==> src/rtl/aes_stream_pkg.sv <==
// rtl/aes_stream_pkg.sv - shared widths, block type codes and word selection for the AES output stream
package aes_stream_pkg;

  localparam int BLOCK_W = 128;
  localparam int WORD_W  = 32;
  localparam int ENTRY_W = BLOCK_W + 1;

  localparam logic TYPE_OUT_ENC = 1'b0;
  localparam logic TYPE_OUT_DEC = 1'b1;

  // Word 0 is the most significant 32 bits of the block.
  function automatic logic [WORD_W-1:0] block_word(input logic [BLOCK_W-1:0] blk,
                                                   input logic [1:0]         idx);
    logic [WORD_W-1:0] w;
    case (idx)
      2'd0:    w = blk[127:96];
      2'd1:    w = blk[95:64];
      2'd2:    w = blk[63:32];
      default: w = blk[31:0];
    endcase
    return w;
  endfunction

endpackage

==> src/rtl/stream_fifo.sv <==
// rtl/stream_fifo.sv - block FIFO with wrapping pointers and occupancy; storage is not reset
module stream_fifo
  import aes_stream_pkg::*;
#(
  parameter int DEPTH = 4,
  parameter int W     = ENTRY_W
) (
  input  logic                     clk,
  input  logic                     rst,
  input  logic                     wr_en,
  input  logic [W-1:0]             wr_data,
  input  logic                     rd_en,
  output logic [W-1:0]             rd_data,
  output logic [$clog2(DEPTH):0]   level
);

  localparam int AW = $clog2(DEPTH);
  localparam logic [AW-1:0] PTR_ONE = AW'(1);
  localparam logic [AW:0]   LVL_ONE = (AW + 1)'(1);

  logic [W-1:0]  mem [DEPTH];
  logic [AW-1:0] wr_ptr;
  logic [AW-1:0] rd_ptr;

  always_ff @(posedge clk) begin
    if (wr_en) mem[wr_ptr] <= wr_data;
  end

  // Power-of-two depth lets the pointers wrap by plain overflow.
  always_ff @(posedge clk or posedge rst) begin
    if (rst) begin
      wr_ptr <= '0;
      rd_ptr <= '0;
      level  <= '0;
    end else begin
      if (wr_en) wr_ptr <= wr_ptr + PTR_ONE;
      if (rd_en) rd_ptr <= rd_ptr + PTR_ONE;
      if (wr_en && !rd_en)      level <= level + LVL_ONE;
      else if (!wr_en && rd_en) level <= level - LVL_ONE;
    end
  end

  assign rd_data = mem[rd_ptr];

endmodule

==> src/rtl/stream_out_buffer.sv <==
// rtl/stream_out_buffer.sv - buffers 128-bit cipher blocks and emits them as 32-bit words; STREAM_OUT_CNT_EN adds per-type block counters
module stream_out_buffer
  import aes_stream_pkg::*;
#(
  parameter int DEPTH = 4
) (
  input  logic                     clk,
  input  logic                     rst,
  input  logic                     vin,
  input  logic                     tin,
  input  logic [BLOCK_W-1:0]       din,
  output logic                     out_vld,
  input  logic                     out_rdy,
  output logic [WORD_W-1:0]        out_data,
  output logic                     out_type,
  output logic                     out_last,
  output logic [$clog2(DEPTH):0]   level,
`ifdef STREAM_OUT_CNT_EN
  output logic [15:0]              enc_cnt,
  output logic [15:0]              dec_cnt,
`endif
  output logic                     full,
  output logic                     ovf,
  input  logic                     ovf_clr
);

  localparam int LW = $clog2(DEPTH) + 1;
  localparam logic [LW-1:0] LVL_FULL = LW'(DEPTH);

  logic [ENTRY_W-1:0] head;
  logic [1:0]         widx;
  logic               xfer;
  logic               pop;
  logic               wr_en;
  logic               drop;

  assign full    = (level == LVL_FULL);
  assign out_vld = (level != '0);
  assign xfer    = out_vld && out_rdy;
  assign pop     = xfer && (widx == 2'd3);
  // A full FIFO still accepts a block when the head entry leaves in the same cycle.
  assign wr_en   = vin && (!full || pop);
  assign drop    = vin && !wr_en;

  stream_fifo #(.DEPTH(DEPTH), .W(ENTRY_W)) u_fifo (
    .clk     (clk),
    .rst     (rst),
    .wr_en   (wr_en),
    .wr_data ({tin, din}),
    .rd_en   (pop),
    .rd_data (head),
    .level   (level)
  );

  // Outputs are gated by out_vld so reset forces them low without waiting for an edge.
  assign out_data = out_vld ? block_word(head[BLOCK_W-1:0], widx) : '0;
  assign out_type = out_vld && head[BLOCK_W];
  assign out_last = out_vld && (widx == 2'd3);

  always_ff @(posedge clk or posedge rst) begin
    if (rst) begin
      widx <= 2'd0;
      ovf  <= 1'b0;
    end else begin
      if (xfer)         widx <= widx + 2'd1;
      if (ovf_clr)      ovf  <= 1'b0;
      else if (drop)    ovf  <= 1'b1;
    end
  end

`ifdef STREAM_OUT_CNT_EN
  always_ff @(posedge clk or posedge rst) begin
    if (rst) begin
      enc_cnt <= 16'd0;
      dec_cnt <= 16'd0;
    end else if (pop) begin
      if (head[BLOCK_W] == TYPE_OUT_DEC) dec_cnt <= dec_cnt + 16'd1;
      else                               enc_cnt <= enc_cnt + 16'd1;
    end
  end
`endif

endmodule

==> config.mk <==
export PLATFORM = sky130hd
export DESIGN_NAME = stream_out_buffer
export DESIGN_NICKNAME = d
export VERILOG_FILES = /design/src/rtl/aes_stream_pkg.sv /design/src/rtl/stream_fifo.sv /design/src/rtl/stream_out_buffer.sv
export SDC_FILE = /design/constraint.sdc
export NUM_CORES = 1
export LEC_CHECK = 0
export CAP_MARGIN = 20
export CORE_UTILIZATION = 52
export CTS_CLUSTER_DIAMETER = 120
export DETAILED_ROUTE_END_ITERATION = 10
export PLACE_DENSITY = 0.8
export SLEW_MARGIN = 20
export SYNTH_ARGS = -nofsm -noshare
export SYNTH_HDL_FRONTEND = slang
export SYNTH_SLANG_ARGS = --single-unit
==> constraint.sdc <==
create_clock -name clk -period 4.5 [get_ports clk]
set_clock_uncertainty 0.15 [all_clocks]
set_input_delay 0.675 -clock clk [delete_from_list [all_inputs] [get_ports clk]]
set_output_delay 0.675 -clock clk [all_outputs]
set_load 0.01 [all_outputs]
* Word level (Yosys, flattened, before mapping) *
Memory sizes are Yosys's and may differ from the RTL's.
Cells that the tools add are included.

word-level totals
  memories kept = 1
  memory bits (writable) = 516
  logic and storage cells = 39
  input bits = 134
  register bits = 10
  output and inout port bits = 40

memory list
  name        words  bits a word  read ports  clocked after memory_dff  wr ports  RTL line           RTL
  u_fifo.mem  4      129          1           0                         1         stream_fifo.sv:21  logic [W-1:0] mem [DEPTH];

operators by class
  reduce and logical (&&, ||, !) cells = 16
  equal/unequal tests = 4
  add/sub/neg operators = 5
  mux-type cells = 8

operators by type and width
  operator             number
  $pmux 32 s3          1
  $mux 32              1
  $logic_and 1x1->1    8
  $add 2x1->2 const B  3
  $mux 3               2
  $eq 2x2->1 const B   2
  $mux 1               4
  $reduce_bool 2->1    2
  $add 3x1->3 const B  1
  $eq 3x3->1 const B   1
  $logic_not 1->1      3
  $reduce_bool 3->1    1
  $sub 3x1->3 const B  1
  $eq 2x1->1 const B   1
  $logic_not 2->1      1
  $logic_or 1x1->1     1

* Logic depth before layout (Yosys ltp) *
Gate-level depths: netlist of the first run.

  depth in word-level cells = 9
  gate-level depth with buffers = 9
  gate-level depth less buffers = 9

* Hierarchy *
A second synthesis of the first run with hierarchy kept.

unflattened totals
  cell total of the unflattened synthesis = 879
  area, all modules = 20229.4 sq um

by module, submodules not included
  module             seq. area each (sq um)  area an instance (sq um)  instances  cells each
  stream_fifo        15670.0                 18995.7                   1          707
  stream_out_buffer  75.1                    1233.7                    1          172

* Worst setup path before layout of the first run *
No wires, ideal clock.

  kind = input-to-reg
  from = input port out_rdy
  to = memory u_fifo.mem[2][0] (netlist bit) (enable)
  data required time = 3847 ps
  stages on the path = 3
  buffers on the path = 0
  arrival time = 4113 ps
  path slack = -266 ps
  library setup time = 503 ps
  cell sequence = nand2_1 -> a21boi_1 -> and2_1

between the ends
  word-level cells in the longest chain between the ends = 6

RTL lines
  element                       RTL line                 RTL
  from (decl)                   stream_out_buffer.sv:13  input logic out_rdy,
  $logic_and 1x1->1             stream_out_buffer.sv:39  assign xfer = out_vld && out_rdy;
  $logic_and 1x1->1             stream_out_buffer.sv:40  assign pop = xfer && (widx == 2'd3);
  $logic_or 1x1->1              stream_out_buffer.sv:42  assign wr_en = vin && (!full || pop);
  $logic_and 1x1->1             stream_out_buffer.sv:42
  net u_fifo.wr_en              stream_fifo.sv:10        input logic wr_en,
  $mux 1                        stream_fifo.sv:26        if (wr_en) mem[wr_ptr] <= wr_data;
  $mux 1 (not written as such)  stream_fifo.sv:26
  to (decl)                     stream_fifo.sv:21

The timed path passes the listed nets, and every way through them passes these cells.

* Worst setup path in the final report of the first run *
  from = register widx[0]
  to = output port out_data[8]

between the ends
  word-level cells in the longest chain between the ends = 3
  elaborated cells between the ends (all ways) = 5
  classes of those cells = 2 x eq/ne; 2 x mux; 1 x reduce/logical

RTL lines
  element                                   RTL line                 RTL
  from (decl)                               stream_out_buffer.sv:31  logic [1:0] widx;
  from (signal assigned)                    stream_out_buffer.sv:65  if (xfer) widx <= widx + 2'd1;
  $eq 2x2->1, or another cell as far along  aes_stream_pkg.sv:15     case (idx)
  $pmux 32 s3 *                             aes_stream_pkg.sv:15
  $mux 32 *                                 stream_out_buffer.sv:56  assign out_data = out_vld ? block_word(head[BLOCK_W-1:0], widx) : '0;
  to (decl)                                 stream_out_buffer.sv:14  output logic [WORD_W-1:0] out_data,

Mark *: on every way between the ends. The rest lies on a longest branch, timed or not.

==> results of run 1 <==
cell type report:
| class | count | area, um2 | area share, % |
|---|---|---|---|
| multi-input cells | 524 | 4454 | 18.08 |
| diodes | 4 | 10.01 | 0.04064 |
| repair buffers | 199 | 2077 | 8.432 |
| clock inverters | 37 | 327.8 | 1.331 |
| inverters | 7 | 26.28 | 0.1067 |
| well taps | 518 | 648.1 | 2.631 |
| clock buffers | 61 | 1335 | 5.420 |
| flip-flops and latches | 526 | 15750 | 63.95 |
report_power, final:
group          switching, mW  internal [mW]
registers              0.307           6.46
logic                   3.15           2.41
clock network           1.78           2.37
total                   5.24           11.2
cells in the mapped netlist, drive strengths merged, types with 9 or more instances:
cell type  count  area share [%]
edfxtp       516              75
mux2i        154             7.5
o21ai         66             1.6
nor2          64             1.2
a21oi         62             1.5
buf           41             1.5
mux4          35             3.8
nand3         33            0.80
o22ai         31            0.94
a2111oi       30             2.2
clkbuf        26            0.48
dfrtp         10             1.2
ha            10            0.61
nand2          9            0.16
state kept, by name, summed over array words and instances, names as in the netlist:
signal	cells
u_fifo.mem	516
u_fifo.level	3
u_fifo.rd_ptr	2
u_fifo.wr_ptr	2
widx	2
ovf	1
kinds of logic (layout without fill, tap and decap cells):
kind of cell,Yosys count,in the layout,share of synthesized area (%)
AO/OA/AOI/OAI,196,196,6.502
adder cells (fa/ha/maj),11,11,0.7049
multiplexers,191,191,11.42
XOR/XNOR,7,7,0.2978
buffers and inverters,74,304,2.066
other,0,4,0
flip-flops,526,526,76.47
AND/OR/NAND/NOR,119,119,2.540
path summary, 6_finish.rpt:
kind / start / endpoint / depth (start not counted)
worst max-delay path: widx[0] / out_data[8] / 7
worst min-delay path: rst / ovf / 2
worst max register to register: u_fifo.level[1] / u_fifo.level[2] / 8
worst min register to register: ovf / ovf / 2
max in group asynchronous: rst / u_fifo.rd_ptr[1] / 2
min in group clk: ovf / ovf / 2
layer usage:
metal  GRT usage (%)  vias to the layer above  wire [um]
li1                -                     4880          -
met1           28.11                     5517      17570
met2           37.09                      392      22090
met3           4.513                       70       2991
met4           7.579                        2       1054
met5               0                        -         14
worst reg2reg max path, stage by stage (launching register included):
cell	delay, ns
dfrtp_1	0.43
or3_2	0.93
nand3_1	0.31
ha_1	0.23
inv_1	0.07
fa_1	0.37
xor2_1	0.17
nor2_1	0.12
xor2_1	0.15
==> reports/results.tsv, run 1 <==
stage	metric	value	unit
worst_setup_path	ff2ff_setup_slack	1.50	ns
worst_setup_path	crit_path_end_kind	output port	
die	ios	174	
power_and_ir_drop	peakVddDrop	0.5707	mV
logic_synthesis	synthArstFlopShare	1.901	%
drt	viasPerCell	5.789	
placed_design	dp_hpwl	25.00	mm
final_layout	fill_cells	2652	
cts	insertion_delay	0.59	ns
cts	root_buffer	clkbuf_16	
drt	wl	43.72	mm
cts	clockBufferDepth	3	
final_layout	drive_gt1_share	13.44	%
global_route	grt_max_degree	87	
logic_synthesis	netlist_instances	1124	
drt	num_vias	10860	
flow_run	drv_cap	0	
logic_synthesis	synth-seq-area-share	76.47	%
global_route	gr-total-overflow	0	
power_and_ir_drop	p_leak	8.277	nW
final_layout	final_cell_mix	516 x edfxtp_1, 173 x clkdlybuf4s50_1, 154 x mux2i_1	
final_layout	final_area	24630	um2
cts	cts_tree	done	
worst_setup_path	cp_num_buf_inv	2	
logic_synthesis	syn_nets	1269	
placed_design	dpl_cell_area	22960	um2
placed_design	gp_congestion	0.7612	
sta	slew_headroom	31.71	%
sta	clock.fmax	0.2372	GHz
placed_design	portBuffers	173	
global_route	antenna_found_initial	7	
worst_setup_path	cp.arrival	3.39	ns
sta	finalSetupViolations	0	
global_route	track_usage	21.87	%
logic_synthesis	synth.avg_cell_area	18.32	um2
min_path	hp-class	primary input to async pin	
die	die_area	40400	um2
power_and_ir_drop	total_power	16.49	mW
placed_design	dpl.cell_count	1774	
drt	drtAntennaViolNets	0	
global_route	grt_pass1_wl	66.06	mm
die	num_rows	72	
worst_setup_path	crit_chain	inv_1 > ha_1 > nand2b_2 > nor2_1 > a2111oi_2 > a21oi_1 > clkdlybuf4s50_1	
drt	drc	0	
final_layout	fin_cells	1876	
placed_design	pre_cts_slack	0.9020	ns
sta	slew_viol_final	0	
cts	cts_resized	0	
die	coreArea	38830	um2
cts	clkSinkCount	526	
outcome	outcome	completed	
final_layout	area_growth	19.62	%
sta	fin_crit	4.215	ns
sta	fin_hold_ws	0.2314	ns
die	start_util	53.03	%
global_route	grt_pass1_vias	11260	
drt	dr.pass1.iters	5	
sta	finalCritPeriodShare	93.67	%
logic_synthesis	synth_warnings	0	
logic_synthesis	synth.distinct_cells	35	
worst_setup_path	cp_slowest_stage_delay	0.74	ns
logic_synthesis	synthFlopType	edfxtp_1	
logic_synthesis	synth_edf_count	516	
logic_synthesis	ys_seq_elements	526	
sta	finalWorstSetupSlack	0.2848	ns
worst_setup_path	cpMaxStageDelayCell	nand2b_2	
cts	cts_made_buffers	52	
cts	ctsHoldBuffers	0	
drt	first_iter_violations	749	
worst_setup_path	startpoint_type	register	
final_layout	fin_util	63.44	%
cts	clkTransAtPathRegs	0.06	ns
cts	cts_setup_buffers	0	
power_and_ir_drop	p_per_area	669.3	nW/um2
sta	worst_slew_pin_slew	1.024	ns
sta	rsz0062_at_grt	no	
final_layout	layout_commonest_cell	edfxtp_1	
die	die_w	201.0	um
sta	tns	0	ns
cts	htree_levels	2	
die	die_height	201.0	um
drt	wl_per_cell	23.31	um
logic_synthesis	syn_area	20590	um2
worst_setup_path	critPathTopFamily	simple AND/OR/NAND/NOR gates	
worst_setup_path	path_max_fanout	31	
sta	hold_viol	0	
worst_setup_path	required	3.67	ns
final_layout	fin_nets	1455	
worst_setup_path	path_class	register to output port	
No activity file was read; power rests on OpenSTA's default activity.
==> run 2: changes to the inputs <==
- REMOVE_ABC_BUFFERS: unset -> 1
==> run 2 against run 1 <==
Compared with the run above:
- combinational power about the same
- fmax decreased by 0.15%
- power decreased by 0.51%
- global-route usage about the same
- critical path type unchanged
- largest power group unchanged
==> reports/results.tsv, run 2 (synthesis results as in run 1) <==
stage	metric	value	unit	change
drt	dr.pass1.iters	5		unchanged
final_layout	drive_gt1_share	14.15	%	+0.71 points
cts	cts_setup_buffers	0		unchanged
placed_design	portBuffers	173		unchanged
global_route	gr-usage-met3	4.984	%	+0.47 points
cts	htree_levels	2		unchanged
worst_setup_path	path_max_fanout	17		-45%
die	coreArea	38830	um2	unchanged
worst_setup_path	r2r-start	u_fifo.level[0]		
global_route	use_met2	37.51	%	+0.42 points
min_path	hp-class	primary input to async pin		
global_route	antenna_found_initial	9		+2
final_layout	fin_util	63.71	%	+0.27 points
cts	clkTransAtPathRegs	0.06	ns	about the same
global_route	gr-total-overflow	0		unchanged
sta	tns	0	ns	unchanged
worst_setup_path	rr_worst_depth	8		unchanged
sta	worst_slew_pin_slew	0.9992	ns	-0.02515 ns
worst_setup_path	startpoint_type	register		
cts	cts_made_buffers	52		unchanged
final_layout	fill_cells	2627		-0.94%
placed_design	pre_cts_slack	0.9106	ns	+0.008658 ns
sta	slew_headroom	33.38	%	+1.7 points
cts	clkSinkCount	526		unchanged
global_route	track_usage	21.91	%	+0.036 points
drt	wl	43.59	mm	-0.31%
outcome	outcome	completed		
worst_setup_path	cp.arrival	3.40	ns	about the same
die	die_height	201.0	um	unchanged
placed_design	dpl.cell_count	1786		+0.68%
global_route	use_met1	27.68	%	-0.43 points
global_route	grt_max_degree	57		-34%
global_route	grt_pass1_wl	66.09	mm	about the same
final_layout	final_cell_mix	516 x edfxtp_1, 173 x clkdlybuf4s50_1, 154 x mux2i_1		
cts	cts_resized	0		unchanged
final_layout	fin_cells	1886		+0.53%
final_layout	multi_input_area	4454	um2	unchanged
die	die_area	40400	um2	unchanged
die	num_rows	72		unchanged
worst_setup_path	r2r_end	u_fifo.level[2]		
sta	finalCritPeriodShare	93.81	%	+0.14 points
sta	rsz0062_at_grt	no		
sta	clock.fmax	0.2369	GHz	-0.15%
cts	clockBufferDepth	3		unchanged
power_and_ir_drop	total_power	16.40	mW	-0.51%
final_layout	largest_reg_flops	516		unchanged
power_and_ir_drop	p_per_area	663.1	nW/um2	-0.93%
drt	first_iter_violations	718		-4.1%
worst_setup_path	crit_path_end_kind	output port		
drt	num_vias	10920		+0.50%
placed_design	dp_hpwl	26.21	mm	+4.9%
die	ios	174		unchanged
final_layout	largest-register	u_fifo.mem		
final_layout	seq_area	15750	um2	unchanged
cts	insertion_delay	0.58	ns	about the same
power_and_ir_drop	p_leak	8.326	nW	+0.59%
sta	slew_viol_final	0		unchanged
flow_run	drv_cap	0		unchanged
final_layout	fin_nets	1467		+0.82%
sta	fin_crit	4.221	ns	+0.006149 ns
worst_setup_path	required	3.67	ns	about the same
sta	finalWorstSetupSlack	0.2787	ns	-0.006149 ns
sta	hold_viol	0		unchanged
worst_setup_path	ff2ff_setup_slack	1.50	ns	about the same
cts	root_buffer	clkbuf_16		
drt	wl_per_cell	23.11	um	-0.84%
final_layout	area_growth	20.13	%	
global_route	busiest_layer	met2		
cts	ctsHoldBuffers	0		unchanged
placed_design	dpl_cell_area	23150	um2	+0.83%
cts	cts_tree	done		
sta	finalSetupViolations	0		unchanged
die	die_w	201.0	um	unchanged
drt	viasPerCell	5.787		about the same
final_layout	top_regs	u_fifo.mem x516, u_fifo.level x3		
drt	drc	0		unchanged
sta	fin_hold_ws	0.2539	ns	+0.02251 ns
power_and_ir_drop	peakVddDrop	0.5417	mV	-5.1%
final_layout	layout_commonest_cell	edfxtp_1		
final_layout	final_area	24740	um2	+0.42%
die	start_util	53.03	%	unchanged
worst_setup_path	path_class	register to output port		
placed_design	gp_congestion	0.7388		-2.9%
drt	drtAntennaViolNets	0		unchanged
global_route	grt_pass1_vias	11330		+0.65%
run 2: changes by cell type in the layout (fill, tap and decap cells not counted), moves of 2 or more:
| cell | before | now |
|---|---|---|
| clkinv_8 | 4 | 0 |
| clkinv_1 | 14 | 11 |
| buf_4 | 14 | 18 |
| bufinv_16 | 4 | 2 |
| clkinv_4 | 4 | 0 |
| inv_6 | 0 | 3 |
| clkinv_2 | 11 | 14 |
| clkbuf_1 | 9 | 12 |
| buf_12 | 12 | 20 |
run 2: worst max-delay path: stages, from the launching register on:
cell	delay, ns
dfrtp_1	0.44
inv_1	0.09
ha_1	0.29
nand2_2	0.37
buf_4	0.35
o22ai_1	0.16
a2111oi_2	0.45
a21oi_1	0.13
clkdlybuf4s50_1	0.50
run 2: final cells by class:
cell class | count | share of cell area, %
Antenna cell | 4 | 0.04047
Sequential cell | 526 | 63.69
Tap cell | 518 | 2.620
Clock buffer | 65 | 5.544
Clock inverter | 31 | 0.8296
Inverter | 7 | 0.1062
Timing Repair Buffer | 211 | 9.166
Multi-Input combinational cell | 524 | 18.01
run 2: how the worst max path moves through the flow:
stage / from / to / slack, ns / depth (start not counted)
finish: widx[0] / out_data[8] / 0.28 / 8
global route: widx[0] / out_data[8] / 0.09 / 8
CTS: widx[0] / out_data[8] / 0.26 / 8
detailed placement: widx[0] / out_data[8] / 0.91 / 8
global placement: widx[0] / out_data[16] / 0.94 / 8
floorplan: u_fifo.rd_ptr[1] / out_data[0] / -4.19 / 3
run 2: where the power goes:
part           switching (mW)  internal, mW  total, mW  leakage (nW)
logic                    3.09          2.51       5.60          2.70
clock network            1.73          2.27       4.00         0.781
registers               0.335          6.46       6.80          4.85
total                    5.16          11.2       16.4          8.33
run 2: routing by layer:
layer / wire (um) / vias up
met5: 46 / -
met4: 977 / 6
met3: 3341 / 74
met2: 22090 / 439
met1: 17130 / 5484
li1: - / 4912
